--- config.mk ---
export PLATFORM = sky130hd
export DESIGN_NAME = fetch_unit
export DESIGN_NICKNAME = d
export VERILOG_FILES = /design/src/rtl/fetch_unit.sv
export SDC_FILE = /design/constraint.sdc
export NUM_CORES = 1
export LEC_CHECK = 0
export ABC_AREA = 1
export BUFFER_PORTS_ARGS = -buffer_cell sky130_fd_sc_hd__buf_2
export CORE_MARGIN = 2
export CORE_UTILIZATION = 55
export CTS_CLUSTER_DIAMETER = 150
export CTS_CLUSTER_SIZE = 25
export DETAILED_ROUTE_END_ITERATION = 8
export PLACE_DENSITY_LB_ADDON = 0.12
export SETUP_SLACK_MARGIN = 0.4
export SYNTH_ARGS = -nofsm -noshare
export SYNTH_HDL_FRONTEND = slang
export SYNTH_SLANG_ARGS = --single-unit
--- constraint.sdc ---
create_clock -name clk -period 5.9 [get_ports clk]
set_clock_uncertainty 0.15 [all_clocks]
set_input_delay 0.59 -clock clk [delete_from_list [all_inputs] [get_ports clk]]
set_output_delay 0.59 -clock clk [all_outputs]
set_load 0.01 [all_outputs]
--- src/rtl/fetch_unit.sv ---
// Instruction-fetch stage of the WISC pipeline.
// Owns the PC, the handshaked instruction-memory request, a one-entry skid
// buffer for data that lands while decode is stalled, and the IF/ID pipeline
// register. Later stages feed back halt, siic, rti, redirect and stall.
module fetch_unit #(
  parameter logic [15:0] RESET_PC   = 16'h0000,
  parameter logic [15:0] EXC_VECTOR = 16'h0002,
  parameter logic [15:0] NOP_INSTR  = 16'h0800
) (
  input  logic        clk,
  input  logic        rst,
  input  logic        stall,
  input  logic        redirect,
  input  logic [15:0] redirect_pc,
  input  logic        siic,
  input  logic        rti,
  input  logic        halt,
  output logic        imem_req,
  output logic [15:0] imem_addr,
  input  logic [15:0] imem_rdata,
  input  logic        imem_ready,
  output logic [15:0] instr,
  output logic [15:0] pc_plus2,
  output logic        instr_valid,
  output logic [15:0] epc,
  output logic        halted
);

  typedef enum logic [1:0] {
    S_FETCH      = 2'd0,
    S_DISCARD    = 2'd1,
    S_DRAIN_HALT = 2'd2,
    S_HALTED     = 2'd3
  } state_t;

  state_t      state_r, state_s;
  logic [15:0] pc_r, pc_s;
  logic [15:0] addr_r, addr_s;
  logic        req_r, req_s;
  logic [15:0] instr_r, instr_s;
  logic [15:0] pp2_r, pp2_s;
  logic        valid_r, valid_s;
  logic [15:0] epc_r, epc_s;
  logic        halted_r, halted_s;
  logic        skid_full_r, skid_full_s;
  logic [15:0] skid_instr_r, skid_instr_s;
  logic [15:0] skid_pp2_r, skid_pp2_s;

  logic        done_s;
  logic        busy_s;
  logic [15:0] pc_inc_s;
  logic        jump_s;
  logic [15:0] target_s;

  // Handshake status of the access currently on the bus and the sequential PC.
  always_comb begin
    done_s   = req_r & imem_ready;
    busy_s   = req_r & ~imem_ready;
    pc_inc_s = pc_r + 16'h0002;
    jump_s   = siic | rti | redirect;
  end

  // Fetch target for the highest-priority PC-changing event (siic > rti > redirect).
  always_comb begin
    target_s = redirect_pc;
    if (siic) begin
      target_s = EXC_VECTOR;
    end else if (rti) begin
      target_s = epc_r;
    end else begin
      target_s = redirect_pc;
    end
  end

  // Next-state and next-register logic; every register holds unless a branch updates it.
  always_comb begin
    state_s      = state_r;
    pc_s         = pc_r;
    addr_s       = addr_r;
    req_s        = req_r;
    instr_s      = instr_r;
    pp2_s        = pp2_r;
    valid_s      = valid_r;
    epc_s        = epc_r;
    halted_s     = halted_r;
    skid_full_s  = skid_full_r;
    skid_instr_s = skid_instr_r;
    skid_pp2_s   = skid_pp2_r;

    case (state_r)
      S_FETCH, S_DISCARD: begin
        if (halt) begin
          // Any completing data is dropped; an open access must still finish.
          instr_s     = NOP_INSTR;
          valid_s     = 1'b0;
          skid_full_s = 1'b0;
          if (busy_s) begin
            state_s = S_DRAIN_HALT;
          end else begin
            state_s  = S_HALTED;
            req_s    = 1'b0;
            halted_s = 1'b1;
          end
        end else if (jump_s) begin
          instr_s     = NOP_INSTR;
          valid_s     = 1'b0;
          skid_full_s = 1'b0;
          pc_s        = target_s;
          if (siic) begin
            epc_s = pp2_r;
          end else begin
            epc_s = epc_r;
          end
          if (busy_s) begin
            // Address must stay put until the old access completes.
            state_s = S_DISCARD;
          end else begin
            state_s = S_FETCH;
            addr_s  = target_s;
            req_s   = 1'b1;
          end
        end else if (state_r == S_DISCARD) begin
          // Wrong-path access: throw its data away, then start at the saved target.
          if (done_s) begin
            state_s = S_FETCH;
            addr_s  = pc_r;
            req_s   = 1'b1;
          end else begin
            state_s = S_DISCARD;
          end
        end else if (stall) begin
          // IF/ID frozen; a word that lands now is parked in the skid buffer.
          if (done_s) begin
            skid_full_s  = 1'b1;
            skid_instr_s = imem_rdata;
            skid_pp2_s   = pc_inc_s;
            pc_s         = pc_inc_s;
            addr_s       = pc_inc_s;
            req_s        = 1'b0;
          end else if (skid_full_r) begin
            req_s = 1'b0;
          end else if (!req_r) begin
            req_s  = 1'b1;
            addr_s = pc_r;
          end else begin
            req_s = req_r;
          end
        end else if (skid_full_r) begin
          // Stall released: the parked word goes ahead of any new fetch.
          instr_s     = skid_instr_r;
          pp2_s       = skid_pp2_r;
          valid_s     = 1'b1;
          skid_full_s = 1'b0;
          req_s       = 1'b1;
          addr_s      = pc_r;
        end else if (done_s) begin
          instr_s = imem_rdata;
          pp2_s   = pc_inc_s;
          valid_s = 1'b1;
          pc_s    = pc_inc_s;
          addr_s  = pc_inc_s;
          req_s   = 1'b1;
        end else begin
          // Nothing arrived: hand decode a bubble and keep (or start) the access.
          instr_s = NOP_INSTR;
          valid_s = 1'b0;
          req_s   = 1'b1;
          if (busy_s) begin
            addr_s = addr_r;
          end else begin
            addr_s = pc_r;
          end
        end
      end

      S_DRAIN_HALT: begin
        // Inputs are ignored; only the outstanding access is allowed to finish.
        instr_s = NOP_INSTR;
        valid_s = 1'b0;
        if (done_s) begin
          state_s  = S_HALTED;
          req_s    = 1'b0;
          halted_s = 1'b1;
        end else begin
          state_s = S_DRAIN_HALT;
        end
      end

      S_HALTED: begin
        instr_s  = NOP_INSTR;
        valid_s  = 1'b0;
        req_s    = 1'b0;
        halted_s = 1'b1;
      end

      default: begin
        state_s     = S_FETCH;
        pc_s        = RESET_PC;
        addr_s      = RESET_PC;
        req_s       = 1'b0;
        instr_s     = NOP_INSTR;
        valid_s     = 1'b0;
        halted_s    = 1'b0;
        skid_full_s = 1'b0;
      end
    endcase
  end

  // State and datapath registers with asynchronous reset.
  always_ff @(posedge clk or posedge rst) begin
    if (rst) begin
      state_r      <= S_FETCH;
      pc_r         <= RESET_PC;
      addr_r       <= RESET_PC;
      req_r        <= 1'b0;
      instr_r      <= NOP_INSTR;
      pp2_r        <= 16'h0000;
      valid_r      <= 1'b0;
      epc_r        <= 16'h0000;
      halted_r     <= 1'b0;
      skid_full_r  <= 1'b0;
      skid_instr_r <= NOP_INSTR;
      skid_pp2_r   <= 16'h0000;
    end else begin
      state_r      <= state_s;
      pc_r         <= pc_s;
      addr_r       <= addr_s;
      req_r        <= req_s;
      instr_r      <= instr_s;
      pp2_r        <= pp2_s;
      valid_r      <= valid_s;
      epc_r        <= epc_s;
      halted_r     <= halted_s;
      skid_full_r  <= skid_full_s;
      skid_instr_r <= skid_instr_s;
      skid_pp2_r   <= skid_pp2_s;
    end
  end

  // Outputs come straight from registers.
  always_comb begin
    imem_req    = req_r;
    imem_addr   = addr_r;
    instr       = instr_r;
    pc_plus2    = pp2_r;
    instr_valid = valid_r;
    epc         = epc_r;
    halted      = halted_r;
  end

endmodule

==> out/qor.yml <==
outcome:
  status: "completed"
power:
  ir_drop_mv: 0.220
  finalPower_mw: 2.17
  cellLeakagePower_nw: 3.73
  powerDensity_mw_per_mm2: 299
synthesis:
  avgSynthCellArea_um2: 8.15
  ys_ff_latch: 118
  synth_edf_count: 0
  synth_commonest_cells: "nand2_1, dfrtp_1, o21ai_0"
  syn-num-nets: 792
  synth.area.top_cells: "dfrtp_1, nand2_1, o21ai_0"
  synthFlopType: "dfrtp_1"
  synth_top_area_cell: "dfrtp_1"
  yosys_warnings: 0
  syn_area_mm2: 0.00612
  async_flop_share: 1.00
  synth_top_area_share: 0.474
  netlist_instances: 751
  ys_seq_area_frac: 0.483
  synth_cell_types: 40
  yosysMostFrequentCell: "nand2_1"
final_layout:
  post-route-util: 0.668
  syn_to_final_growth_pct: 18.4
  nNetsFinal: 887
  drive_above_1_share: 0.233
  fin_cells: 999
  antenna_cells: 0
routing:
  vias: 5627
  first_pass_iters: 5
  drtIter0Drc: 582
  viasPerCell: 5.63
  antenna_left: 0
  wirelength_um: 17600
  drcViolationCount: 0
  wl_per_cell_um: 17.6
floorplan:
  die-area_mm2: 0.0120
  top_level_ports: 107
  fp.coreArea_mm2: 0.0108
  die_h_um: 109
  core.rowCount: 38
  initial_utilization: 0.564
  dieWidth_um: 109
grt:
  grt_pass1_vias: 5245
  grt_pass1_wl_um: 27600
  grt_max_degree: 66
  overflow: 0
  track_usage: 0.308
  antenna_found_initial: 0
cts:
  post-cts-setup-buffers: 0
  hold_buffers: 0
  clk_pin_slew_ps: 60
  cts.path.max_buffers: 2
  clkSinkCount: 118
  post_cts_resized: 0
  cts_max_level: 4
  clk_latency_ps: 530
  tritoncts: "built"
  cts_root_buf: "clkbuf_8"
  numCtsBuffers: 17
timing:
  maxSlewViolCount: 0
  slew_headroom: 0.267
  finalSetupViolations: 0
  tns_ps: 0
  rsz0062_at_grt: "false"
  hold_viol: 0
  worstMarginPinSlew_ps: 1090
  fin_crit_ps: 2800
  max_freq_mhz: 357
  fin_crit_sh: 0.474
placed_design:
  gp_congestion: 0.930
  portBuffers: 106
  dp.cells: 967
  hpwlAfterDp_um: 12200
setup_path:
  ff2ff_setup_slack_ps: 3100
  critical_path_class: "flop to flop"
  crit_fanout: 31
  cp.required_ps: 6150
  critPathLaunchType: "flop"
  cp-end-kind: "flop"
  arrival_ps: 3050
flow_run:
  drv_cap: 0
min_path:
  worstHoldPathType: "input pin to async pin"
[metal layers]
layer / global-route usage / part of all wire
met5: 0 / 0
met4: 0.113 / 0.023
met3: 0.0848 / 0.082
met2: 0.463 / 0.46
met1: 0.428 / 0.44
[critical path, stage by stage, from the launching register on]
cell and delay [ps]:
dfrtp_1 400, nand2_1 630, inv_1 370, o21ai_1 270
nand2_1 90, nand3_2 450, nand2_1 130, a21boi_1 170
[final timing paths]
kind / cells after the start / from / endpoint
worst max-delay path: 7 / imem_req$_DFFE_PP0P_ / imem_addr[12]$_DFFE_PP0P_
worst min-delay path: 2 / rst / skid_pp2_r[7]$_DFFE_PP0P_
worst max register to register: 7 / imem_req$_DFFE_PP0P_ / imem_addr[12]$_DFFE_PP0P_
worst min register to register: 2 / imem_addr[0]$_DFFE_PP0P_ / imem_addr[0]$_DFFE_PP0P_
max in group asynchronous: 3 / rst / skid_pp2_r[2]$_DFFE_PP0P_
min in group clk: 3 / imem_rdata[4] / skid_instr_r[4]$_DFFE_PP0P_
[cell type report]
type / instances / area, um2
clock buffer: 24 / 470
timing repair buffer: 109 / 553
sequential: 118 / 2960
multi-input combinational: 512 / 2660
fill: 920 / 3600
inverter: 88 / 334
tap: 140 / 175
clock inverter: 8 / 97.6
[kinds of logic (layout without fill, tap and decap cells)]
family                   after synthesis  after routing  synth area share
multiplexers                          27             27            0.0528
flip-flops                           118            118             0.483
AO/OA/AOI/OAI                        194            194             0.173
AND/OR/NAND/NOR                      285            285             0.199
adder cells (fa/ha/maj)                1              1           0.00204
buffers and inverters                121            229            0.0826
XOR/XNOR                               5              5           0.00716
[sequential cells by signal, summed over array words and instances, names as in the netlist]
signal / flops
pc_plus2: 16
skid_pp2_r: 16
imem_req: 1
epc: 16
skid_instr_r: 16
imem_addr: 16
instr: 16
halted: 1
skid_full_r: 1
state_r: 2
pc_r: 16
instr_valid: 1
[cell usage in the layout (no fill, tap or decap), types with 11 or more instances in the layout]
cell	synthesis	layout
o21ai_0	90	90
inv_2	11	11
o21ai_1	44	44
nor2_1	41	41
inv_1	74	73
clkbuf_16	0	16
a21oi_1	23	23
nand3_1	24	24
o22ai_1	12	12
dfrtp_1	116	116
mux2_2	22	22
nand2_1	188	188
buf_2	13	106
[per-stage QoR]
stage	instance area (um2)	hold slack, ps	setup WS (ps)
finish	7240	82.2	3100
global route	7240	151	2820
CTS	7240	110	3080
detailed placement	6680	310	2790
global placement	6680	310	2970
floorplan	6120	298	2030
[where the power goes]
group          internal (mW)  switching, mW
registers              0.854         0.0451
logic                 0.0951          0.177
clock network          0.633          0.365
No activity file was read; power rests on OpenSTA's default activity.
